[src/rtl/cplx_addsub_pipe.sv]
// Complex a+b / a-b on re and im, 2-cycle latency, full throughput; optional clamp to input width via CPLX_ADDSUB_SAT_EN.
// Global stall: when dout_valid & ~dout_ready every stage holds and din_ready drops.
module cplx_addsub_pipe #(
   parameter int SIGN_BIT = 1,
   parameter int INT_BIT  = 6,
   parameter int FLT_BIT  = 6,
   parameter int CNT_W    = 16,
   localparam int DW      = SIGN_BIT + INT_BIT + FLT_BIT,
`ifdef CPLX_ADDSUB_SAT_EN
   localparam int OW      = DW
`else
   localparam int OW      = DW + 1
`endif
) (
   input  logic             clk,
   input  logic             rst_n,
   input  logic             din_valid,
   output logic             din_ready,
   input  logic             mode,
   input  logic [DW-1:0]    din_a_re,
   input  logic [DW-1:0]    din_a_im,
   input  logic [DW-1:0]    din_b_re,
   input  logic [DW-1:0]    din_b_im,
   output logic             dout_valid,
   input  logic             dout_ready,
   output logic [OW-1:0]    dout_re,
   output logic [OW-1:0]    dout_im,
   output logic             dout_ovf,
   input  logic             sat_clr,
   output logic [CNT_W-1:0] sat_cnt
);
   localparam int EW = DW + 1;

   logic             en;
   logic             s1_vld_q, s1_vld_d, s1_mode_q, s1_mode_d;
   logic [EW-1:0]    s1_a_re_q, s1_a_re_d, s1_a_im_q, s1_a_im_d;
   logic [EW-1:0]    s1_b_re_q, s1_b_re_d, s1_b_im_q, s1_b_im_d;
   logic             s2_vld_q, s2_vld_d;
   logic [OW-1:0]    re_q, re_d, im_q, im_d;
   logic             ovf_q, ovf_d;
   logic [CNT_W-1:0] sat_cnt_q, sat_cnt_d;
   logic [EW-1:0]    sum_re, sum_im;

   function automatic logic [EW-1:0] addsub(input logic m, input logic [EW-1:0] a,
                                            input logic [EW-1:0] b);
      return a + (m ? ~b : b) + {{(EW-1){1'b0}}, m};
   endfunction

`ifdef CPLX_ADDSUB_SAT_EN
   function automatic logic ovf_of(input logic [EW-1:0] s);
      return s[DW] ^ s[DW-1];
   endfunction

   function automatic logic [DW-1:0] clamp(input logic [EW-1:0] s);
      if (!ovf_of(s))
         return s[DW-1:0];
      return s[DW] ? {1'b1, {(DW-1){1'b0}}} : {1'b0, {(DW-1){1'b1}}};
   endfunction
`else
   logic unused_sat_clr;
   assign unused_sat_clr = sat_clr;
`endif

   assign en        = ~s2_vld_q | dout_ready;
   assign din_ready = en;
   assign sum_re    = addsub(s1_mode_q, s1_a_re_q, s1_b_re_q);
   assign sum_im    = addsub(s1_mode_q, s1_a_im_q, s1_b_im_q);

   always_comb begin
      s1_vld_d  = s1_vld_q;
      s1_mode_d = s1_mode_q;
      s1_a_re_d = s1_a_re_q;
      s1_a_im_d = s1_a_im_q;
      s1_b_re_d = s1_b_re_q;
      s1_b_im_d = s1_b_im_q;
      s2_vld_d  = s2_vld_q;
      re_d      = re_q;
      im_d      = im_q;
      ovf_d     = ovf_q;
      sat_cnt_d = sat_cnt_q;
      if (en) begin
         s1_vld_d = din_valid;
         s2_vld_d = s1_vld_q;
         if (din_valid) begin
            s1_mode_d = mode;
            s1_a_re_d = {din_a_re[DW-1], din_a_re};
            s1_a_im_d = {din_a_im[DW-1], din_a_im};
            s1_b_re_d = {din_b_re[DW-1], din_b_re};
            s1_b_im_d = {din_b_im[DW-1], din_b_im};
         end
         if (s1_vld_q) begin
`ifdef CPLX_ADDSUB_SAT_EN
            re_d  = clamp(sum_re);
            im_d  = clamp(sum_im);
            ovf_d = ovf_of(sum_re) | ovf_of(sum_im);
`else
            re_d  = sum_re;
            im_d  = sum_im;
            ovf_d = 1'b0;
`endif
         end
      end
`ifdef CPLX_ADDSUB_SAT_EN
      // Clear beats a same-cycle increment; the counter sticks at all-ones.
      if (sat_clr)
         sat_cnt_d = '0;
      else if (s2_vld_q && dout_ready && ovf_q && !(&sat_cnt_q))
         sat_cnt_d = sat_cnt_q + CNT_W'(1);
`else
      sat_cnt_d = '0;
`endif
   end

   always_ff @(posedge clk) begin
      if (!rst_n) begin
         s1_vld_q  <= 1'b0;
         s1_mode_q <= 1'b0;
         s1_a_re_q <= '0;
         s1_a_im_q <= '0;
         s1_b_re_q <= '0;
         s1_b_im_q <= '0;
         s2_vld_q  <= 1'b0;
         re_q      <= '0;
         im_q      <= '0;
         ovf_q     <= 1'b0;
         sat_cnt_q <= '0;
      end else begin
         s1_vld_q  <= s1_vld_d;
         s1_mode_q <= s1_mode_d;
         s1_a_re_q <= s1_a_re_d;
         s1_a_im_q <= s1_a_im_d;
         s1_b_re_q <= s1_b_re_d;
         s1_b_im_q <= s1_b_im_d;
         s2_vld_q  <= s2_vld_d;
         re_q      <= re_d;
         im_q      <= im_d;
         ovf_q     <= ovf_d;
         sat_cnt_q <= sat_cnt_d;
      end
   end

   assign dout_valid = s2_vld_q;
   assign dout_re    = re_q;
   assign dout_im    = im_q;
   assign dout_ovf   = ovf_q;
   assign sat_cnt    = sat_cnt_q;
endmodule

[config.mk]
export PLATFORM = sky130hd
export DESIGN_NAME = cplx_addsub_pipe
export DESIGN_NICKNAME = d
export VERILOG_FILES = /design/src/rtl/cplx_addsub_pipe.sv
export SDC_FILE = /design/constraint.sdc
export NUM_CORES = 1
export LEC_CHECK = 0
export CAP_MARGIN = 20
export CORE_MARGIN = 10
export CORE_UTILIZATION = 50
export CTS_CLUSTER_DIAMETER = 150
export DETAILED_ROUTE_END_ITERATION = 10
export HOLD_SLACK_MARGIN = 0.06
export PLACE_DENSITY = 0.8
export SLEW_MARGIN = 30
export SYNTH_ARGS = -nofsm -noshare
export SYNTH_HDL_FRONTEND = slang
export SYNTH_SLANG_ARGS = --single-unit
[constraint.sdc]
create_clock -name clk -period 4.8 [get_ports clk]
set_input_delay 1.44 -clock clk [delete_from_list [all_inputs] [get_ports clk]]
set_output_delay 1.44 -clock clk [all_outputs]
set_load 0.02 [all_outputs]
==> results.sh <==
export IMPL_power_density_mw_per_mm2=311
export IMPL_nets=727
export IMPL_syn_to_final_growth_pct=24.0
export IMPL_post_cts_buffers=0
export IMPL_hold_viol_final=0
export IMPL_hold_buffers=0
export IMPL_grt_start_max_net_pins=55
export IMPL_grt_overflow=0
export IMPL_rsz0062_at_grt="no"
export IMPL_holdWs_ns=0.459
export IMPL_max_freq_mhz=239
export IMPL_insertion_delay_ns=0.34
export IMPL_die_height_um=115
export IMPL_yosysUniqueCellTypes=47
export IMPL_synth_xor_area_frac=0.0757
export IMPL_synthSimpleGateAreaFrac=0.190
export IMPL_ir_worst_vdd_uv=196
export IMPL_synth_main_ff_cell="dfxtp_1"
export IMPL_grt_usage=0.167
export IMPL_drv_cap=0
export IMPL_synth_top_family_by_area="compound AO/OA/AOI/OAI gates"
export IMPL_synth_compound_area_frac=0.202
export IMPL_period_needed_ns=4.18
export IMPL_post_drt_wl_per_cell_um=15.0
export IMPL_yosys_mux_area_fraction=0.00665
export IMPL_required_ns=3.36
export IMPL_vias=4020
export IMPL_rr_startpoint="s1_mode_q"
export IMPL_skew_ns=0.0114
export IMPL_ys_ff_latch=83
export IMPL_grt_pass1_vias=3924
export IMPL_synth_top_area_cell="dfxtp_1"
export IMPL_drc=0
export IMPL_antenna_left=0
export IMPL_cp_data_arrival_time_ns=2.74
export IMPL_maxSlewHeadroom=0.376
export IMPL_status="finished clean"
export IMPL_synth_area_mm2=0.00451
export IMPL_utilization=0.639
export IMPL_clock_sinks=83
export IMPL_diodes=0
export IMPL_drt_wl_total_mm=11.2
export IMPL_worstSetupEndpointType="output port"
export IMPL_yosysWarnings=0
export IMPL_slew_violations=0
export IMPL_ys_seq_area_frac=0.368
export IMPL_synth_area_leaders="dfxtp_1 (37%), nand2_1 (12%), a21oi_1 (9.3%)"
export IMPL_antenna_found_initial=0
export IMPL_hold_path_class="reg -> reg"
export IMPL_synth_edf_count=0
export IMPL_final_fill_count=747
export IMPL_crit_start="dout_ready"
export IMPL_cts_htree_levels=3
export IMPL_p_leak_nw=2.41
export IMPL_drtIter0Drc=261
export IMPL_dr_pass1_iters=5
export IMPL_setup_viol=0
export IMPL_fin_tns_setup_ns=0
export IMPL_cp_max_fo=6
export IMPL_place_hpwl_mm=8.48
export IMPL_core_area_mm2=0.00876
export IMPL_io_pins=105
export IMPL_cts_root_buf="clkbuf_8"
export IMPL_synth_top_area_frac=0.368
export IMPL_die_w_um=115
export IMPL_start_util=0.515
export IMPL_critPathLaunchType="input pin"
export IMPL_synthAdderAreaFrac=0.0920
export IMPL_port_buffers=86
export IMPL_clkTransAtPathRegs_ns=0.08
export IMPL_tightestPinTransition_ns=0.935
export IMPL_rows=34
export IMPL_stdcell_count=750
export IMPL_cts_max_path_buffers=2
export IMPL_grt_pass1_wl_mm=18.6
export IMPL_vias_per_cell=5.36
export IMPL_min_from="dout_re[6]"
export IMPL_cts_resized=0
export IMPL_cts_tree="built"
export IMPL_synth_async_reset_ratio=0
export IMPL_postSynthCellCount=565
export IMPL_numCtsBuffers=9
export IMPL_drive_above_1_share=0.0452
export IMPL_die_area_mm2=0.0132
export IMPL_avgSynthCellArea_um2=7.99
export IMPL_crit_type="in -> out"
export IMPL_place_inst=733
export IMPL_fin_crit_sh=0.870
export IMPL_place_gp_congestion=0.901
-- worst paths after layout --
path | to | slack [ns] | cells after the start
setup / recovery | din_ready | 0.62 | 4
hold / removal | dout_re[6] | 0.46 | 2
setup reg to reg | dout_re[8] | 1.89 | 7
hold reg to reg | dout_re[6] | 0.46 | 2
-- where the power goes --
group / switching (W) / internal, W / leakage, nW
Clock: 0.000243 / 0.000308 / 0.111
Sequential: 0.0000322 / 0.000734 / 0.682
Combinational: 0.000236 / 0.000189 / 1.62
-- logic make-up after synthesis --
logic type,count (synthesis)
other cells,1
buf+inv,57
compound gates,148
simple gates,202
mux,3
flops,83
fa+ha+maj,32
xor+xnor,39
-- Yosys cell counts (2+ instances only) --
| cell type | n |
|---|---|
| a21o_1 | 9 |
| fa_1 | 2 |
| o22ai_2 | 2 |
| o21ai_0 | 15 |
| a21oi_1 | 84 |
| buf_4 | 17 |
| inv_1 | 8 |
| o21ai_1 | 3 |
| a211o_1 | 2 |
| nor2b_1 | 2 |
| nor2_1 | 13 |
| a211oi_1 | 6 |
| or3_1 | 2 |
| nand2b_1 | 3 |
| clkbuf_1 | 25 |
| and3_1 | 5 |
| nand4_1 | 5 |
| o311ai_1 | 3 |
| ha_1 | 30 |
| and2_1 | 3 |
| o31ai_1 | 3 |
| nor3_1 | 3 |
| nand3_1 | 17 |
| mux2i_1 | 3 |
| o22ai_1 | 2 |
| nor3b_1 | 2 |
| nor4_1 | 5 |
| dfxtp_1 | 83 |
| nand2_1 | 141 |
| buf_2 | 4 |
| o31a_1 | 3 |
| a2111oi_1 | 2 |
| o211ai_1 | 6 |
| o21a_1 | 2 |
| xor2_1 | 27 |
| xnor2_1 | 12 |
-- registers in the layout, summed over array words and instances (netlist names) --
signal      flops
dout_im        14
dout_re        14
s1_a_im_q      13
s1_a_re_q      13
s1_b_im_q      13
s1_b_re_q      13
dout_valid      1
s1_mode_q       1
s1_vld_q        1
-- metrics by stage --
step | cell area [um2] | power (W) | worst slack [ns]
floorplan | 4570 | 0.00106 | 1.63
detailed placement | 5360 | 0.00120 | 0.630
global route | 5600 | 0.00183 | 0.574
finish | 5600 | 0.00174 | 0.624
CTS | 5580 | 0.00175 | 0.614
global placement | 5360 | 0.00119 | 0.634
-- layout make-up --
type                    count  area, um2  share of cell area
multi-input cells         441       2620               0.469
flip-flops and latches     83       1660               0.297
repair buffers             93        926               0.165
clock buffers              12        145              0.0259
well taps                 108        135              0.0241
clock inverters             4       73.8              0.0132
inverters                   9       33.8             0.00603
-- per-layer routing --
layer | wire length, um | part of all wire | global-route usage | vias to the layer above
li1 | - | - | - | 2055
met1 | 5100 | 0.45 | 0.215 | 1844
met2 | 5330 | 0.47 | 0.273 | 117
met3 | 757 | 0.067 | 0.0411 | 4
met4 | 58 | 0.0052 | 0.0421 | 0
met5 | 0 | 0 | 0 | -
-- cells in the final DEF (no fill, tap or decap), types with 5 or more instances in the layout --
cell type and instances:
and3_1 5, clkbuf_8 10, o21ai_0 15, xor2_1 27, conb_1 17, inv_1 7, a21oi_1 84, a21o_1 9
clkdlybuf4s50_1 86, a211oi_1 6, buf_4 6, dfxtp_1 83, nand2_1 141, nor2_1 13, nor4_1 5, nand4_1 5
ha_1 30, xnor2_1 12, nand3_1 17, o211ai_1 6
-- critical path, stage by stage --
cell and delay (ns):
clkdlybuf4s50_1 0.40, nor2b_1 0.22, inv_2 0.11, clkdlybuf4s50_1 0.57
(Power assumes the default switching activity.)
